[src/rtl/matmul_seq_ctrl.sv]
// matmul_seq_ctrl
//   Sequencer for the complex matrix-multiply datapath
//   (dual-port ROMs M1/M2 -> prodtwo -> sumtwo). Walks every (i,j,k) term of
//   C = A x B, issuing ROM read addresses one term per cycle (k fastest), and
//   emits a tag pipeline aligned to the datapath latency that drives the
//   accumulator (acc_en/acc_clr) and the result-RAM write (we/addr_wr).
//
//   Ports
//     clk          system clock, rising edge
//     rst          asynchronous, active-low reset
//     start        request a full multiply (only looked at in IDLE)
//     transpose_b  (MATMUL_TRANSPOSE_B_EN only) read B[j][k] instead of B[k][j]
//     busy         high while issuing and draining
//     done         one-cycle pulse after the last result write
//     addr_am1/bm1 ROM M1 real/imag address of A[i][k]
//     addr_am2/bm2 ROM M2 real/imag address of B[k][j] (or B[j][k])
//     acc_en       datapath term valid this cycle
//     acc_clr      with acc_en: load instead of add (k==0)
//     we, addr_wr  write accumulated C[i][j] to result address i*N+j
//
//   Optional feature macro: MATMUL_TRANSPOSE_B_EN
//     When defined, adds transpose_b, latched when start is accepted.
module matmul_seq_ctrl #(
  parameter int N        = 2,
  parameter int NDIR     = 4,
  parameter int RDIR     = 2,
  parameter int PIPE_LAT = 3
) (
  input  logic            clk,
  input  logic            rst,
  input  logic            start,
`ifdef MATMUL_TRANSPOSE_B_EN
  input  logic            transpose_b,
`endif
  output logic            busy,
  output logic            done,
  output logic [NDIR-1:0] addr_am1,
  output logic [NDIR-1:0] addr_bm1,
  output logic [NDIR-1:0] addr_am2,
  output logic [NDIR-1:0] addr_bm2,
  output logic            acc_en,
  output logic            acc_clr,
  output logic            we,
  output logic [RDIR-1:0] addr_wr
);

  localparam int            CW     = (N > 1) ? $clog2(N) : 1;
  localparam logic [CW-1:0] IX_LST = CW'(N - 1);

  typedef enum logic [1:0] {S_IDLE, S_ISSUE, S_DRAIN, S_DONE} state_t;

  state_t        state, nxt_state;
  logic [CW-1:0] i_q, j_q, k_q;
  logic [CW-1:0] nxt_i, nxt_j, nxt_k;
  logic          tr_eff;

  // Tag pipeline: stage s holds the tag of the term issued s cycles ago.
  logic [PIPE_LAT+1:1]           vld_pipe;
  logic [PIPE_LAT:1]             first_pipe;
  logic [PIPE_LAT+1:1]           last_pipe;
  logic [PIPE_LAT+1:1][RDIR-1:0] wa_pipe;

  logic            issue, issue_first, issue_last;
  logic [RDIR-1:0] issue_wa;
  logic [NDIR-1:0] a_idx, b_idx;

  // ---------------- FSM + index counters ----------------
  always_comb begin
    nxt_state = state;
    nxt_i     = i_q;
    nxt_j     = j_q;
    nxt_k     = k_q;
    case (state)
      S_IDLE: begin
        if (start) begin
          nxt_state = S_ISSUE;
          nxt_i     = '0;
          nxt_j     = '0;
          nxt_k     = '0;
        end
      end
      S_ISSUE: begin
        if (k_q == IX_LST) begin
          nxt_k = '0;
          if (j_q == IX_LST) begin
            nxt_j = '0;
            if (i_q == IX_LST) nxt_state = S_DRAIN;
            else               nxt_i     = i_q + 1'b1;
          end else begin
            nxt_j = j_q + 1'b1;
          end
        end else begin
          nxt_k = k_q + 1'b1;
        end
      end
      // Stage PIPE_LAT+1 leaves on this edge; once stages 1..PIPE_LAT are
      // empty the pipeline is empty in the next cycle.
      S_DRAIN: if (~|vld_pipe[PIPE_LAT:1]) nxt_state = S_DONE;
      S_DONE:  nxt_state = S_IDLE;
      default: nxt_state = S_IDLE;
    endcase
  end

  always_ff @(posedge clk or negedge rst) begin
    if (!rst) begin
      state <= S_IDLE;
      i_q   <= '0;
      j_q   <= '0;
      k_q   <= '0;
    end else begin
      state <= nxt_state;
      i_q   <= nxt_i;
      j_q   <= nxt_j;
      k_q   <= nxt_k;
    end
  end

  // ---------------- transpose select ----------------
`ifdef MATMUL_TRANSPOSE_B_EN
  logic tr_q;
  // The first term's addresses are registered on the accept edge, before
  // tr_q updates, so take the live input while still in IDLE.
  assign tr_eff = (state == S_IDLE) ? transpose_b : tr_q;

  always_ff @(posedge clk or negedge rst) begin
    if (!rst)                        tr_q <= 1'b0;
    else if (state == S_IDLE && start) tr_q <= transpose_b;
  end
`else
  assign tr_eff = 1'b0;
`endif

  // ---------------- ROM addresses ----------------
  // Registered from the next-state counters so the address of a term is on
  // the ROM pins during the cycle that term is issued.
  always_comb begin
    a_idx = NDIR'(nxt_i) * NDIR'(N) + NDIR'(nxt_k);
    if (tr_eff) b_idx = NDIR'(nxt_j) * NDIR'(N) + NDIR'(nxt_k);
    else        b_idx = NDIR'(nxt_k) * NDIR'(N) + NDIR'(nxt_j);
  end

  always_ff @(posedge clk or negedge rst) begin
    if (!rst) begin
      addr_am1 <= '0;
      addr_bm1 <= '0;
      addr_am2 <= '0;
      addr_bm2 <= '0;
    end else if (nxt_state == S_ISSUE) begin
      addr_am1 <= a_idx << 1;
      addr_bm1 <= (a_idx << 1) | NDIR'(1);
      addr_am2 <= b_idx << 1;
      addr_bm2 <= (b_idx << 1) | NDIR'(1);
    end else begin
      addr_am1 <= '0;
      addr_bm1 <= '0;
      addr_am2 <= '0;
      addr_bm2 <= '0;
    end
  end

  // ---------------- tag pipeline ----------------
  assign issue       = (state == S_ISSUE);
  assign issue_first = (k_q == '0);
  assign issue_last  = (k_q == IX_LST);
  assign issue_wa    = RDIR'(i_q) * RDIR'(N) + RDIR'(j_q);

  always_ff @(posedge clk or negedge rst) begin
    if (!rst) begin
      vld_pipe   <= '0;
      first_pipe <= '0;
      last_pipe  <= '0;
      wa_pipe    <= '0;
    end else begin
      vld_pipe   <= {vld_pipe[PIPE_LAT:1], issue};
      first_pipe <= {first_pipe[PIPE_LAT-1:1], issue_first};
      last_pipe  <= {last_pipe[PIPE_LAT:1], issue_last};
      wa_pipe    <= {wa_pipe[PIPE_LAT:1], issue_wa};
    end
  end

  // ---------------- outputs ----------------
  assign acc_en  = vld_pipe[PIPE_LAT];
  assign acc_clr = vld_pipe[PIPE_LAT] & first_pipe[PIPE_LAT];
  // One extra stage: the accumulator registers the last term's sum first.
  assign we      = vld_pipe[PIPE_LAT+1] & last_pipe[PIPE_LAT+1];
  assign addr_wr = wa_pipe[PIPE_LAT+1];
  assign busy    = (state == S_ISSUE) || (state == S_DRAIN);
  assign done    = (state == S_DONE);

endmodule
[config.mk]
export PLATFORM = sky130hd
export DESIGN_NAME = matmul_seq_ctrl
export DESIGN_NICKNAME = d
export VERILOG_FILES = /design/src/rtl/matmul_seq_ctrl.sv
export SDC_FILE = /design/constraint.sdc
export NUM_CORES = 1
export LEC_CHECK = 0
export ABC_AREA = 0
export BUFFER_PORTS_ARGS = -buffer_cell sky130_fd_sc_hd__buf_2
export CAP_MARGIN = 20
export CORE_ASPECT_RATIO = 1.4
export CORE_MARGIN = 2
export CORE_UTILIZATION = 50
export DETAILED_ROUTE_END_ITERATION = 6
export PLACE_DENSITY = 0.74
export SYNTH_ARGS = -nofsm -noshare
export SYNTH_HDL_FRONTEND = slang
export SYNTH_SLANG_ARGS = --single-unit
[constraint.sdc]
create_clock -name clk -period 2.64 [get_ports clk]
set_input_delay 0.132 -clock clk [delete_from_list [all_inputs] [get_ports clk]]
set_output_delay 0.132 -clock clk [all_outputs]
set_load 0.01 [all_outputs]
==> impl_metrics.ini, run 1 <==
[global_routing]
grt_overflow_total = 0
grt_max_degree = 29
grt_use_total = 0.138
antenna_found_initial = 0
grt_pass1_vias = 562
grt_first_pass_wirelength_um = 2500

[cells_and_area]
nets = 99
final_cell_mix = dfrtp_1 (28), buf_2 (19), inv_1 (6), conb_1 (6), ha_1 (4)
num_antenna_cells = 0
final_common_cell = dfrtp_1
syn_to_final_growth_pct = 9.08
drive_above_1_share = 0.297

[critical_path]
worstPathRequired_ns = 2.88
worstPathMaxFanout = 6
rr_worst_depth = 5
rr_startpoint = state[0]$_DFF_PN0_
path_class = register to register
endpoint_kind = register
slowest_stage = dfrtp_1
regToRegSetupSlack_ns = 0.97
crit-reg2reg-capture = addr_am2[1]$_DFF_PN0_
arrival_ns = 1.92
cp_cell_sequence = inv_1, ha_1, mux2i_1, a22oi_1, a211oi_1
critical-path-max-stage-delay_ns = 0.48
cp-start-kind = register

[yosys]
syn-cell-area_um2 = 1070
netlist-cell-type-count = 24
ys_seq_area_frac = 0.652
synth_edf_count = 0
avgSynthCellArea_um2 = 14.1
syn_inst = 76
synth_flop_cell = dfrtp_1
yosys_warnings = 0
synth-async-reset-ratio = 1.00
ys_ff_latch = 28

[timing]
hold_violations = 0
worst_pin_slew_ns = 0.581
min_period_ns = 1.67
setup_tns_ns = 0
setup_viol = 0
slew-limit-headroom = 0.613
drv_slew = 0
rsz0062_at_grt = false
fmax_ghz = 0.598
fin_ws_ns = 0.968
post-route-period-util = 0.633
fin_worst_skew_ns = 0.00177

[pwr]
clkPwrFrac = 0.184
peakVddDrop_uv = 534
p_switching_mw = 0.503
cell_internal_pwr_mw = 0.986
power_frac_comb = 0.315
p_leak_nw = 0.608
p_seq_frac = 0.501
power_density_nw_per_um2 = 1270
netSwitchingFraction = 0.338

[cts]
cts_tree = yes
clock-sinks = 28
clock_path_buffers = 2
hold_buffers = 1
clk_pin_slew_ns = 0.14
cts_inserted_buffers = 3
post_cts_buffers = 0
ctsResizeCount = 0
root_buffer = clkbuf_4
clock_latency_ns = 0.33
h-tree-depth = 1

[floorplanning]
initial_core_util = 0.538
row_count = 19
die_area_um2 = 2540
core_area_um2 = 2000
die_width_um = 43.2
ios = 26
fp.dieH_um = 58.9

[route]
wl_per_cell_um = 13.2
wl_um = 1480
drtPass1Iterations = 2
viasPerCell = 4.97
first_iter_violations = 1
antenna_left = 0
drc = 0
via_count = 557

[min_path]
hp-class = input pin to register
hold_start = start
min_to = i_q$_DFF_PN0_
holdPathStages = 4

[job]
cap_violations = 0

[placement]
hpwl_um = 1090
gp_congestion = 0.758
post-place-ws_ns = 0.989
numPortBuffers = 19

[outcome]
status = completed
## registers in the layout, indices dropped and copies added (netlist names), 2 cells and up
| signal | flops |
|---|---|
| addr_am1 | 2 |
| addr_wr | 2 |
| first_pipe | 3 |
| last_pipe | 4 |
| state | 2 |
| vld_pipe | 4 |
| wa_pipe | 6 |
## worst max-delay path: cells and delay by family, from the launching register on
family                   cells  cell delay, ns
flip-flops                   1            0.48
AO/OA/AOI/OAI                2            0.37
adder cells (fa/ha/maj)      1            0.34
multiplexers                 1            0.27
buffers and inverters        1            0.12
## synthesized netlist by cell type (2+ instances only)
| library cell | n | area, um^2 |
|---|---|---|
| a211oi_1 | 3 | 22.5 |
| and2_1 | 2 | 12.5 |
| buf_4 | 14 | 105 |
| dfrtp_1 | 28 | 701 |
| ha_1 | 4 | 50.1 |
| inv_1 | 6 | 22.5 |
| mux2i_1 | 2 | 20.0 |
## power by group through the flow
| stage | combinational [mW] | clock (mW) | sequential [mW] |
|---|---|---|---|
| 6_report | 0.469 | 0.274 | 0.746 |
| 5_1_grt | 0.522 | 0.300 | 0.775 |
| 4_1_cts | 0.472 | 0.282 | 0.753 |
| 3_5_place_dp | 0.470 | 0 | 0.765 |
| 3_3_place_gp | 0.462 | 0 | 0.746 |
| 2_1_floorplan | 0.376 | 0 | 0.744 |
## kinds of logic (layout without fill, tap and decap cells)
logic type               Yosys count  in the layout  synth area share
AO/OA/AOI/OAI                     10             10            0.0920
XOR/XNOR                           1              1           0.00815
adder cells (fa/ha/maj)            4              4            0.0466
buffers and inverters             20             30             0.119
flip-flops                        28             28             0.652
multiplexers                       2              2            0.0186
other                              1              6           0.00349
AND/OR/NAND/NOR                   10             10            0.0605
## area by class of cell
class	instances	area (um^2)
flip-flops and latches	28	701
multi-input cells	33	265
inverters	6	22.5
clock inverters	1	30.0
well taps	21	26.3
repair buffers	20	105
clock buffers	3	22.5
fillers	163	825
## how the worst max path moves through the flow
stage,cells after the start,startpoint,to
after detailed placement,5,state[0]$_DFF_PN0_,addr_am2[1]$_DFF_PN0_
after global routing,5,state[0]$_DFF_PN0_,addr_am2[1]$_DFF_PN0_
after global placement,5,state[0]$_DFF_PN0_,addr_am2[1]$_DFF_PN0_
after CTS,5,state[0]$_DFF_PN0_,addr_am2[1]$_DFF_PN0_
after floorplan,5,state[0]$_DFF_PN0_,addr_am2[1]$_DFF_PN0_
final,5,state[0]$_DFF_PN0_,addr_am2[1]$_DFF_PN0_
## layer usage
metal	routed length, um	track usage	part of all wire
met5	0	0	0
met4	38	0.0909	0.026
met3	89	0.0184	0.060
met2	756	0.224	0.51
met1	598	0.170	0.40
## per-stage QoR
stage                     hold WS [ns]  area [um^2]   util  std cells  power, mW
after floorplan                 -0.164         1090      -         81       1.12
after global placement           0.159         1110  0.556        107       1.21
after detailed placement         0.166         1110  0.556        107       1.23
after CTS                        0.144         1170  0.587        112       1.51
after global routing             0.142         1170  0.587        112       1.60
final                            0.158         1170  0.587        112       1.49
No activity file was read; power rests on OpenSTA's default activity.
==> inputs of run 2 (changes only) <==
Clock period 2.64 ns to 1.7 ns, I/O delays scaled along.
==> impl_metrics.ini, run 2 (synthesis results as in run 1) <==
[floorplanning]
ios = 26
die_area_um2 = 2540
fp.dieH_um = 58.9
core_area_um2 = 2000
die_width_um = 43.2
initial_core_util = 0.538
row_count = 19

[cells_and_area]
multi_input_area_um2 = 268
nets = 99
num_antenna_cells = 0
final_common_cell = dfrtp_1
final_area_um2 = 1170
fin_cells = 112
drive_above_1_share = 0.308
top_register = wa_pipe
regArea_um2 = 701
syn_to_final_growth_pct = 9.31
fillers = 161
largest_reg_flops = 6
final_cell_mix = dfrtp_1 (28), buf_2 (19), inv_1 (6), conb_1 (6)
reg.largest.list = wa_pipe: 6 flops, last_pipe: 4 flops, vld_pipe: 4 flops

[route]
wl_um = 1460
antenna_left = 0
drc = 0
via_count = 566
first_iter_violations = 14
drtPass1Iterations = 4
top_layer_used = met4
met3_length_um = 93
wl_met2_um = 737
viasPerCell = 5.05
wl_per_cell_um = 13.0
routedLengthMet1_um = 615

[critical_path]
worstPathMaxFanout = 6
endpoint_kind = register
path_class = register to register
cp-startpoint = state[0]$_DFF_PN0_
arrival_ns = 1.82
cp-start-kind = register
rr_startpoint = state[0]$_DFF_PN0_
worstPathRequired_ns = 1.94

[cts]
post_cts_buffers = 0
h-tree-depth = 1
cts_inserted_buffers = 3
clock-sinks = 28
clock_path_buffers = 2
clk_pin_slew_ns = 0.14
cts_tree = yes
root_buffer = clkbuf_4
clock_latency_ns = 0.31

[timing]
drv_slew = 0
worst_pin_slew_ns = 0.587
hold_violations = 0
fmax_ghz = 0.630
setup_tns_ns = 0
min_period_ns = 1.59
fin_worst_skew_ns = 0.00176
post-route-period-util = 0.934
fin_ws_ns = 0.113
slew-limit-headroom = 0.609
setup_viol = 0
rsz0062_at_grt = false

[pwr]
p_switching_mw = 0.776
netSwitchingFraction = 0.335
peakVddDrop_uv = 935
clkPwrFrac = 0.179
p_seq_frac = 0.500
cell_internal_pwr_mw = 1.54
power_density_nw_per_um2 = 1970
p_leak_nw = 0.607
power_frac_comb = 0.320
power_mw = 2.31

[placement]
hpwl_um = 1050
placed_area_um2 = 1110
gp_congestion = 0.815
post-place-ws_ns = 0.0654
numPortBuffers = 19
dp_cells = 107

[global_routing]
grt_pass1_vias = 514
grt_use_total = 0.134
grt_overflow_total = 0
grt_first_pass_wirelength_um = 2480
grt_max_degree = 29
antenna_found_initial = 0

[min_path]
hold_start = start
hp-class = input pin to register

[outcome]
status = completed

[job]
cap_violations = 0
run 2: critical path, stage by stage (launching register included):
cell      delay, ns
dfrtp_1        0.47
inv_1          0.12
ha_2           0.28
mux2i_1        0.27
a22oi_1        0.14
a211oi_1       0.23
run 2: routing by layer:
layer,up-vias,global-route usage
met3,2,0.0184
met4,0,0.0649
li1,263,-
met5,-,0
met2,25,0.217
met1,276,0.177
run 2: final timing paths:
path	to	slack (ns)	depth (start not counted)
worst max-delay path	addr_am2[1]$_DFF_PN0_	0.11	5
min in group asynchronous	state[1]$_DFF_PN0_	0.28	2
worst min-delay path	i_q$_DFF_PN0_	0.15	4
worst max register to register	addr_am2[1]$_DFF_PN0_	0.11	5
max in group asynchronous	first_pipe[3]$_DFF_PN0_	1.04	2
worst min register to register	last_pipe[2]$_DFF_PN0_	0.36	0
run 2: final cells by class:
| class | count | area share |
|---|---|---|
| Clock buffer | 3 | 0.0192 |
| Clock inverter | 1 | 0.0256 |
| Inverter | 6 | 0.0192 |
| Multi-Input combinational cell | 33 | 0.228 |
| Sequential cell | 28 | 0.596 |
| Tap cell | 21 | 0.0224 |
| Timing Repair Buffer | 20 | 0.0895 |
run 2: stage by stage:
stage                util  hold WS [ns]
finish              0.588         0.153
floorplan               -        -0.211
detailed placement  0.556         0.115
CTS                 0.587         0.141
global route        0.588         0.160
global placement    0.556         0.107
run 2: timing repair:
item,in CTS,in global routing
hold buffers,1,0
gates resized for setup,0,1
endpoints found under the hold margin,28,0
endpoints found under the setup margin,0,4
run 2: power by group through the flow:
| stage | sequential (mW) | clock [mW] | combinational, mW |
|---|---|---|---|
| 4_1_cts | 1.16 | 0.435 | 0.742 |
| 3_3_place_gp | 1.15 | 0 | 0.721 |
| 6_report | 1.16 | 0.415 | 0.740 |
| 5_1_grt | 1.20 | 0.470 | 0.823 |
| 2_1_floorplan | 1.16 | 0 | 0.584 |
| 3_5_place_dp | 1.18 | 0 | 0.733 |
